$ cat src/rtl/instr_issue_queue.sv
// Instruction issue queue sitting in front of cpu_top.
// Loader pushes 8-bit instructions into a circular FIFO. The issuer drives one
// instruction at a time and holds it until the CPU reports completion. After a
// completion it drives NOP for at least one cycle before the next issue. A
// watchdog drops an instruction whose completion never arrives and sets a
// sticky error flag.
//
// state | meaning
// IDLE  | nothing in flight, instruction = NOP, issue head if FIFO non-empty
// WAIT  | instruction held on the CPU, waiting for done edge or watchdog expiry
module instr_issue_queue #(
  parameter int         DEPTH   = 8,
  parameter logic [7:0] NOP     = 8'h00,
  parameter int         TIMEOUT = 64
) (
  input  logic       clk,
  input  logic       reset,
  input  logic       in_valid,
  input  logic [7:0] in_data,
  output logic       in_ready,
  output logic [7:0] instruction,
  input  logic       cpu_done,
  output logic       busy,
  output logic       empty,
  output logic       full,
  output logic [7:0] issued_count,
  output logic       timeout_err
);

  localparam int AW = (DEPTH > 1) ? $clog2(DEPTH) : 1;
  localparam int CW = AW + 1;

  typedef enum logic {IDLE, WAIT} state_t;

  logic [7:0]    mem [DEPTH];
  logic [AW-1:0] wr_ptr;
  logic [AW-1:0] rd_ptr;
  logic [CW-1:0] count;
  logic [7:0]    wd;
  logic          done_q;
  state_t        state;

  logic push;
  logic pop;
  logic done_edge;

  // Handshake, pop and completion-edge decode; flags come from registered state.
  always_comb begin
    full      = (count == CW'(DEPTH));
    empty     = (count == '0);
    in_ready  = !full;
    push      = in_valid && in_ready;
    pop       = (state == IDLE) && !empty;
    done_edge = cpu_done && !done_q;
    busy      = (state == WAIT);
  end

  // Storage array; contents are don't-care after reset since pointers restart.
  always_ff @(posedge clk) begin
    if (!reset && push) begin
      mem[wr_ptr] <= in_data;
    end
  end

  // Pointers and occupancy; pointers wrap naturally as DEPTH is a power of two.
  always_ff @(posedge clk) begin
    if (reset) begin
      wr_ptr <= '0;
      rd_ptr <= '0;
      count  <= '0;
    end else begin
      if (push) wr_ptr <= wr_ptr + 1'b1;
      if (pop)  rd_ptr <= rd_ptr + 1'b1;
      count <= count + CW'(push) - CW'(pop);
    end
  end

  // Issue FSM with watchdog; done edge takes priority over a coincident timeout.
  always_ff @(posedge clk) begin
    if (reset) begin
      state        <= IDLE;
      instruction  <= NOP;
      wd           <= '0;
      done_q       <= 1'b0;
      issued_count <= '0;
      timeout_err  <= 1'b0;
    end else begin
      done_q <= cpu_done;
      case (state)
        IDLE: begin
          if (!empty) begin
            instruction <= mem[rd_ptr];
            wd          <= '0;
            state       <= WAIT;
          end else begin
            instruction <= NOP;
          end
        end
        WAIT: begin
          if (done_edge) begin
            instruction  <= NOP;
            issued_count <= issued_count + 8'd1;
            state        <= IDLE;
          end else if (wd == 8'(TIMEOUT - 1)) begin
            instruction <= NOP;
            timeout_err <= 1'b1;
            state       <= IDLE;
          end else begin
            wd <= wd + 8'd1;
          end
        end
        default: begin
          instruction <= NOP;
          state       <= IDLE;
        end
      endcase
    end
  end

endmodule

$ cat config.mk
export PLATFORM = sky130hd
export DESIGN_NAME = instr_issue_queue
export DESIGN_NICKNAME = d
export VERILOG_FILES = /design/src/rtl/instr_issue_queue.sv
export SDC_FILE = /design/constraint.sdc
export NUM_CORES = 1
export LEC_CHECK = 0
export CAP_MARGIN = 20
export CORE_ASPECT_RATIO = 1.1
export CORE_MARGIN = 3
export CORE_UTILIZATION = 45
export CTS_BUF_LIST = sky130_fd_sc_hd__clkbuf_8
export DETAILED_ROUTE_END_ITERATION = 16
export HOLD_SLACK_MARGIN = 0.15
export PLACE_DENSITY = 0.68
export REMOVE_ABC_BUFFERS = 1
export SYNTH_ARGS = -nofsm -noshare
export SYNTH_HDL_FRONTEND = slang
export SYNTH_SLANG_ARGS = --single-unit
$ cat constraint.sdc
create_clock -name clk -period 3 [get_ports clk]
set_clock_uncertainty 0.05 [all_clocks]
set_input_delay 0.3 -clock clk [delete_from_list [all_inputs] [get_ports clk]]
set_output_delay 0.3 -clock clk [all_outputs]
set_load 0.01 [all_outputs]
Word level (Yosys, flattened, before mapping). Memories as Yosys holds them, arrays and structs flattened. A register that Yosys moved wholly into a read port is not among the register bits. Index checks and enable logic that the tools add are counted.

Add/subtract/negate cells: 6. $mul: 0. Div/mod/pow operators: 0. Order comparisons: 0. Equal/unequal tests: 6. Shifts and indexed selects: 0. Mux-type cells: 16. Bitwise gates (word level): 2. Reductions and logical operators: 12.

Operators by type and width (number): 2-to-1 mux 8 bit (6); one-hot mux 8 bit (2 select lines) (2); adder 8 x 1 -> 8 bit, second input constant (2); equality test 8 x 6 -> 1 bit, second input constant (1); adder 3 x 1 -> 3 bit, second input constant (2); 2-to-1 mux 3 bit (2); inequality test 2 bit, second input constant (3); AND reduction 3 bit (2); 2-to-1 mux 1 bit (5); adder 4 x 1 -> 4 bit (1); equality test 4 bit, second input constant (1); logical AND 1 bit (4); zero test 1 bit (4); zero test 4 bit (1); subtractor 4 x 1 -> 4 bit (1); inequality test 3 x 1 -> 1 bit, second input constant (1); NOT 1 bit (2); one-hot mux 1 bit (2 select lines) (1); AND reduction 2 bit (1).

Flip-flop bits (word level): 37. Bits in latches: 0. RAM bits: 64. Memory bits (read-only): 0. Input bits: 12. Output and inout port bits: 21. Memories: 1.

Memory list: mem (words 8, bits a word 8, rd ports 1, clocked after Yosys merged registers in 1, wr ports 1, RTL line 35) `logic [7:0] mem [DEPTH];`.

Longest topological paths before layout.
Depth after elaboration: 6. Depth in mapped cells: 11. Depth with buffers taken out: 10.

Worst setup path after synthesis. Ideal clock, no wire load.

Kind: reg2reg. Start point: register count[2]. End point: memory mem[0][0] (enable). Setup time: 383 ps. Arrival: 1966 ps. Required time: 2567 ps. Setup slack: 601 ps. Cell stages (with the launch flop): 8. Path buffers: 1. Clock period less this slack: 2399 ps. Cell sequence: dfxtp_1 inv_1 ha_1 or3b_2 buf_2 nand2_1 or3_1 nor3_1.

Cells in the longest elaborated chain, start to end: 6.

RTL lines: start, declared (RTL line 38) `logic [CW-1:0] count;`; start signal, assigned (RTL line 74) `count <= count + CW'(push) - CW'(pop);`; equality test 4 bit (RTL line 49) `full = (count == CW'(DEPTH));`; zero test 1 bit (RTL line 51) `in_ready = !full;`; net in_ready (RTL line 20) `output logic in_ready,`; logical AND 1 bit (RTL line 52) `push = in_valid && in_ready;`; logical AND 1 bit (RTL line 60) `if (!reset && push) begin`; 2-to-1 mux 1 bit (RTL line 60); 2-to-1 mux 1 bit (not written as such) (RTL line 61) `mem[wr_ptr] <= in_data;`; end, declared (RTL line 35).

The timed path passes the listed nets, and every way through them passes these cells.

Worst setup path in the final report.
Start point: register count[2]. End point: output port full.

Cells in the longest elaborated chain, start to end: 1.

RTL lines: equality test 4 bit (RTL line 49); end, declared (RTL line 25) `output logic full,`.

No other way between the ends.

==> summary.txt <==
Setup path
  • CP max-delay cell: clkdlybuf4s50_1
  • Delay of the slowest critical-path stage: 0.53 ns
  • Worst Setup EP: full
  • Reg2reg setup slack: 0.65 ns
  • Critical Path Start: count[2]$_SDFF_PP0_
  • Req. time, crit path: 2.65 ns
  • CP Class: register to output port
  • Worst Path Arrival: 2.02 ns
  • Crit-path cells: inv_1 -> ha_1 -> or3b_2 -> inv_1 -> clkdlybuf4s50_1
  • Reg2reg start: count[2]$_SDFF_PP0_
  • FF-to-FF End: count[3]$_SDFF_PP0_
  • Critical-path maximum fanout: 6
  • Critical path launch point type: register
  • Most common cell on crit path: inv_1
  • Crit end category: output port
  • Worst reg-to-reg path cell count: 10

Power
  • Pwr dens: 743 nW/um^2
  • LEAKAGE: 1.69 nW
  • Sequential power share: 47.3%
  • Comb pwr share: 28.3%
  • Total Power: 0.00366 W
  • Net Sw Power: 0.00112 W
  • Clk pwr share: 24.4%
  • Internal power: 0.00255 W
  • Peak VDD IR: 0.000456 V
  • Sw frac: 30.5%

Place
  • DP Area: 4720 sq um
  • Port bufs: 32
  • Gpl congestion: 0.772
  • Inst Count DP: 460
  • HPWL after DPL: 4950 um

Run
  • Max-cap violations: 0

Die
  • Initial Utilization: 47.0%
  • Num ports: 33
  • Die X: 98.5 um
  • # rows: 36
  • Die Span Y: 108 um
  • Core ar.: 9010 sq um
  • DIE AREA: 10600 sq um

Routing
  • DR vias: 2543
  • Drt via density: 5.34
  • ANT nets after route: 0
  • TritonRoute pass-1 iters: 4
  • Routed wire length: 7760 um
  • DR WL/cell: 16.3 um
  • DR iter-0 viols: 126
  • Drt drc: 0

CTS
  • Root Buffer Master: clkbuf_8
  • Clk slew on worst S/H paths: 0.09 ns
  • TritonCTS buffer count: 9
  • CTS tree: built
  • Post-CTS Hold Buffers: 0
  • H-tree Lvls: 3
  • TritonCTS Sinks: 104
  • Post-CTS setup buffer count: 0
  • Post-cts sizing count: 0
  • Clk_lat worst skew: 0.36 ns
  • Maximum clock insertion buffer count: 2

Timing
  • F_max: 422 MHz
  • Hold Slack: 0.430 ns
  • Slew @ Worst Pin: 0.899 ns
  • Final setup fails: 0
  • Post-layout min period: 2.37 ns
  • Final setup TNS: 0 ns
  • Fin. Hold Viols: 0
  • Slew headroom: 39.9%
  • Max-slew violation count: 0
  • RSZ-0062 raised after global routing: no
  • Final Cycle Share: 79.0%

Global route
  • Met3 Usage GRT: 3.63%
  • Initial antenna violation count: 0
  • Largest net degree at the start of global routing: 35
  • GR Util met1: 20.9%
  • Grt met2 use: 24.7%
  • GRT Max-Usage Layer: met2
  • Total GRT Usage: 15.5%
  • Grt ovf: 0
  • Vias in the first global route: 2496
  • First-pass GRT wire length: 12600 um

Finish
  • Multi-input gate area: 1420 sq um
  • N_diodes: 0
  • Final net count: 379
  • Design area: 4930 sq um
  • Layout Area Growth over Synthesis: 16.4%
  • Share of cells above drive strength 1: 10.5%
  • Seq. cell area: 2720 sq um
  • Final Non-Filler Cells: 476
  • Filler cells: 781

Synth
  • Ys async rst share: 0%
  • Yosys top cell by area: edfxtp_1
  • Synth Flop Type: edfxtp_1
  • Mapped Cells: 317
  • Mapped cell area: 4240 sq um
  • Seq/Total Area, Yosys: 64.2%
  • Yosys warning count: 0
  • Count leader, synth: edfxtp_1
  • Post-synth EDFFs: 64
  • Largest cells by area after synthesis: edfxtp_1 (45%), dfxtp_1 (19%), mux2i_1 (7.6%)
  • Commonest cells post-synth: edfxtp_1 (64), dfxtp_1 (40), mux2i_1 (32)
  • Top-area cell type share of the netlist area: 45.3%
  • Synth unique cells: 45
  • Register bit total from synthesis: 104
  • Mean Syn Cell Area: 13.4 sq um

Outcome
  • Status: complete, no violations

Worst hold path
  • Hold/Removal Path Class: register to register
==> logic make-up (layout without fill, tap and decap cells) <==
group / Yosys count / count (layout) / share of synthesized area, %
mux: 32 / 32 / 7.56
fa+ha+maj: 10 / 10 / 3.13
flops: 104 / 104 / 64.2
compound gates: 47 / 47 / 8.65
buf+inv: 21 / 66 / 2.24
simple gates: 90 / 90 / 11.5
xor+xnor: 13 / 13 / 2.69
==> how the worst min path moves through the flow <==
stage                                           start                     endpoint  depth (start not counted)  slack, ns
after floorplan                                 reset           wd[3]$_SDFFE_PP0P_                          1       0.31
after global placement    instruction[7]$_SDFFE_PP0P_  instruction[7]$_SDFFE_PP0P_                          1       0.40
after detailed placement  instruction[4]$_SDFFE_PP0P_  instruction[4]$_SDFFE_PP0P_                          1       0.41
after CTS                 instruction[4]$_SDFFE_PP0P_  instruction[4]$_SDFFE_PP0P_                          1       0.43
after global routing      instruction[4]$_SDFFE_PP0P_  instruction[4]$_SDFFE_PP0P_                          1       0.44
final                     instruction[4]$_SDFFE_PP0P_  instruction[4]$_SDFFE_PP0P_                          1       0.43
==> power groups by stage <==
stage | Sequential, W | Clock (W) | Combinational, W
6_report | 0.00173 | 0.000895 | 0.00103
5_1_grt | 0.00175 | 0.000983 | 0.00116
4_1_cts | 0.00173 | 0.000923 | 0.00106
3_5_place_dp | 0.00177 | 0 | 0.00105
3_3_place_gp | 0.00176 | 0 | 0.00103
2_1_floorplan | 0.00185 | 0 | 0.000591
==> area by class of cell <==
type / count / area share, %
inverter: 5 / 0.381
clock inverter: 7 / 1.70
multi-input combinational: 192 / 28.8
timing repair buffer: 45 / 8.48
sequential: 104 / 55.2
tap: 114 / 2.89
clock buffer: 9 / 2.51
==> metal layers <==
layer  vias up  routed length [um]
met5         -                   0
met4         0                 103
met3         8                 391
met2        60                3740
met1      1203                3530
li1       1272                   -
==> placed cells by master (no fill, tap or decap), types with 2 or more instances in the layout <==
cell type,n
edfxtp_1,64
dfxtp_1,39
mux2i_1,32
clkdlybuf4s50_1,32
nor2_1,26
a22oi_1,16
buf_4,13
nand2_1,11
nand3_1,11
a21oi_1,9
ha_1,9
clkbuf_8,9
xnor2_1,8
a32o_1,8
inv_1,5
nand4b_1,5
or3_1,5
nor2b_1,5
nand4_1,5
xor2_1,5
nor3_1,4
nand2b_1,3
a31oi_1,3
inv_6,3
nor3b_1,2
and2_1,2
and3_1,2
nand3b_1,2
o21ai_0,2
a21oi_2,2
==> flip-flops by register name, indices dropped and copies added (netlist names), named ones only <==
register,count
count,4
done_q,1
issued_count,8
wd,8
wr_ptr,3
mem,64
instruction,8
timeout_err,1
rd_ptr,3
busy,1
==> worst max-delay path, delay by kind of cell, from the launching register on <==
family | cells | cell delay (ns)
adders and majority gates | 1 | 0.14
and+or+nand+nor | 1 | 0.51
buffers and inverters | 3 | 0.70
DFF | 1 | 0.31
==> stage by stage <==
| step | util [%] | setup WS (ns) |
|---|---|---|
| final | 54.7 | 0.630 |
| after global routing | 54.7 | 0.363 |
| after global placement | 52.4 | 0.720 |
| after detailed placement | 52.4 | 0.637 |
| after CTS | 54.7 | 0.607 |
| after floorplan | - | 0.664 |
Note: power is estimated with default switching activity, not from simulation.
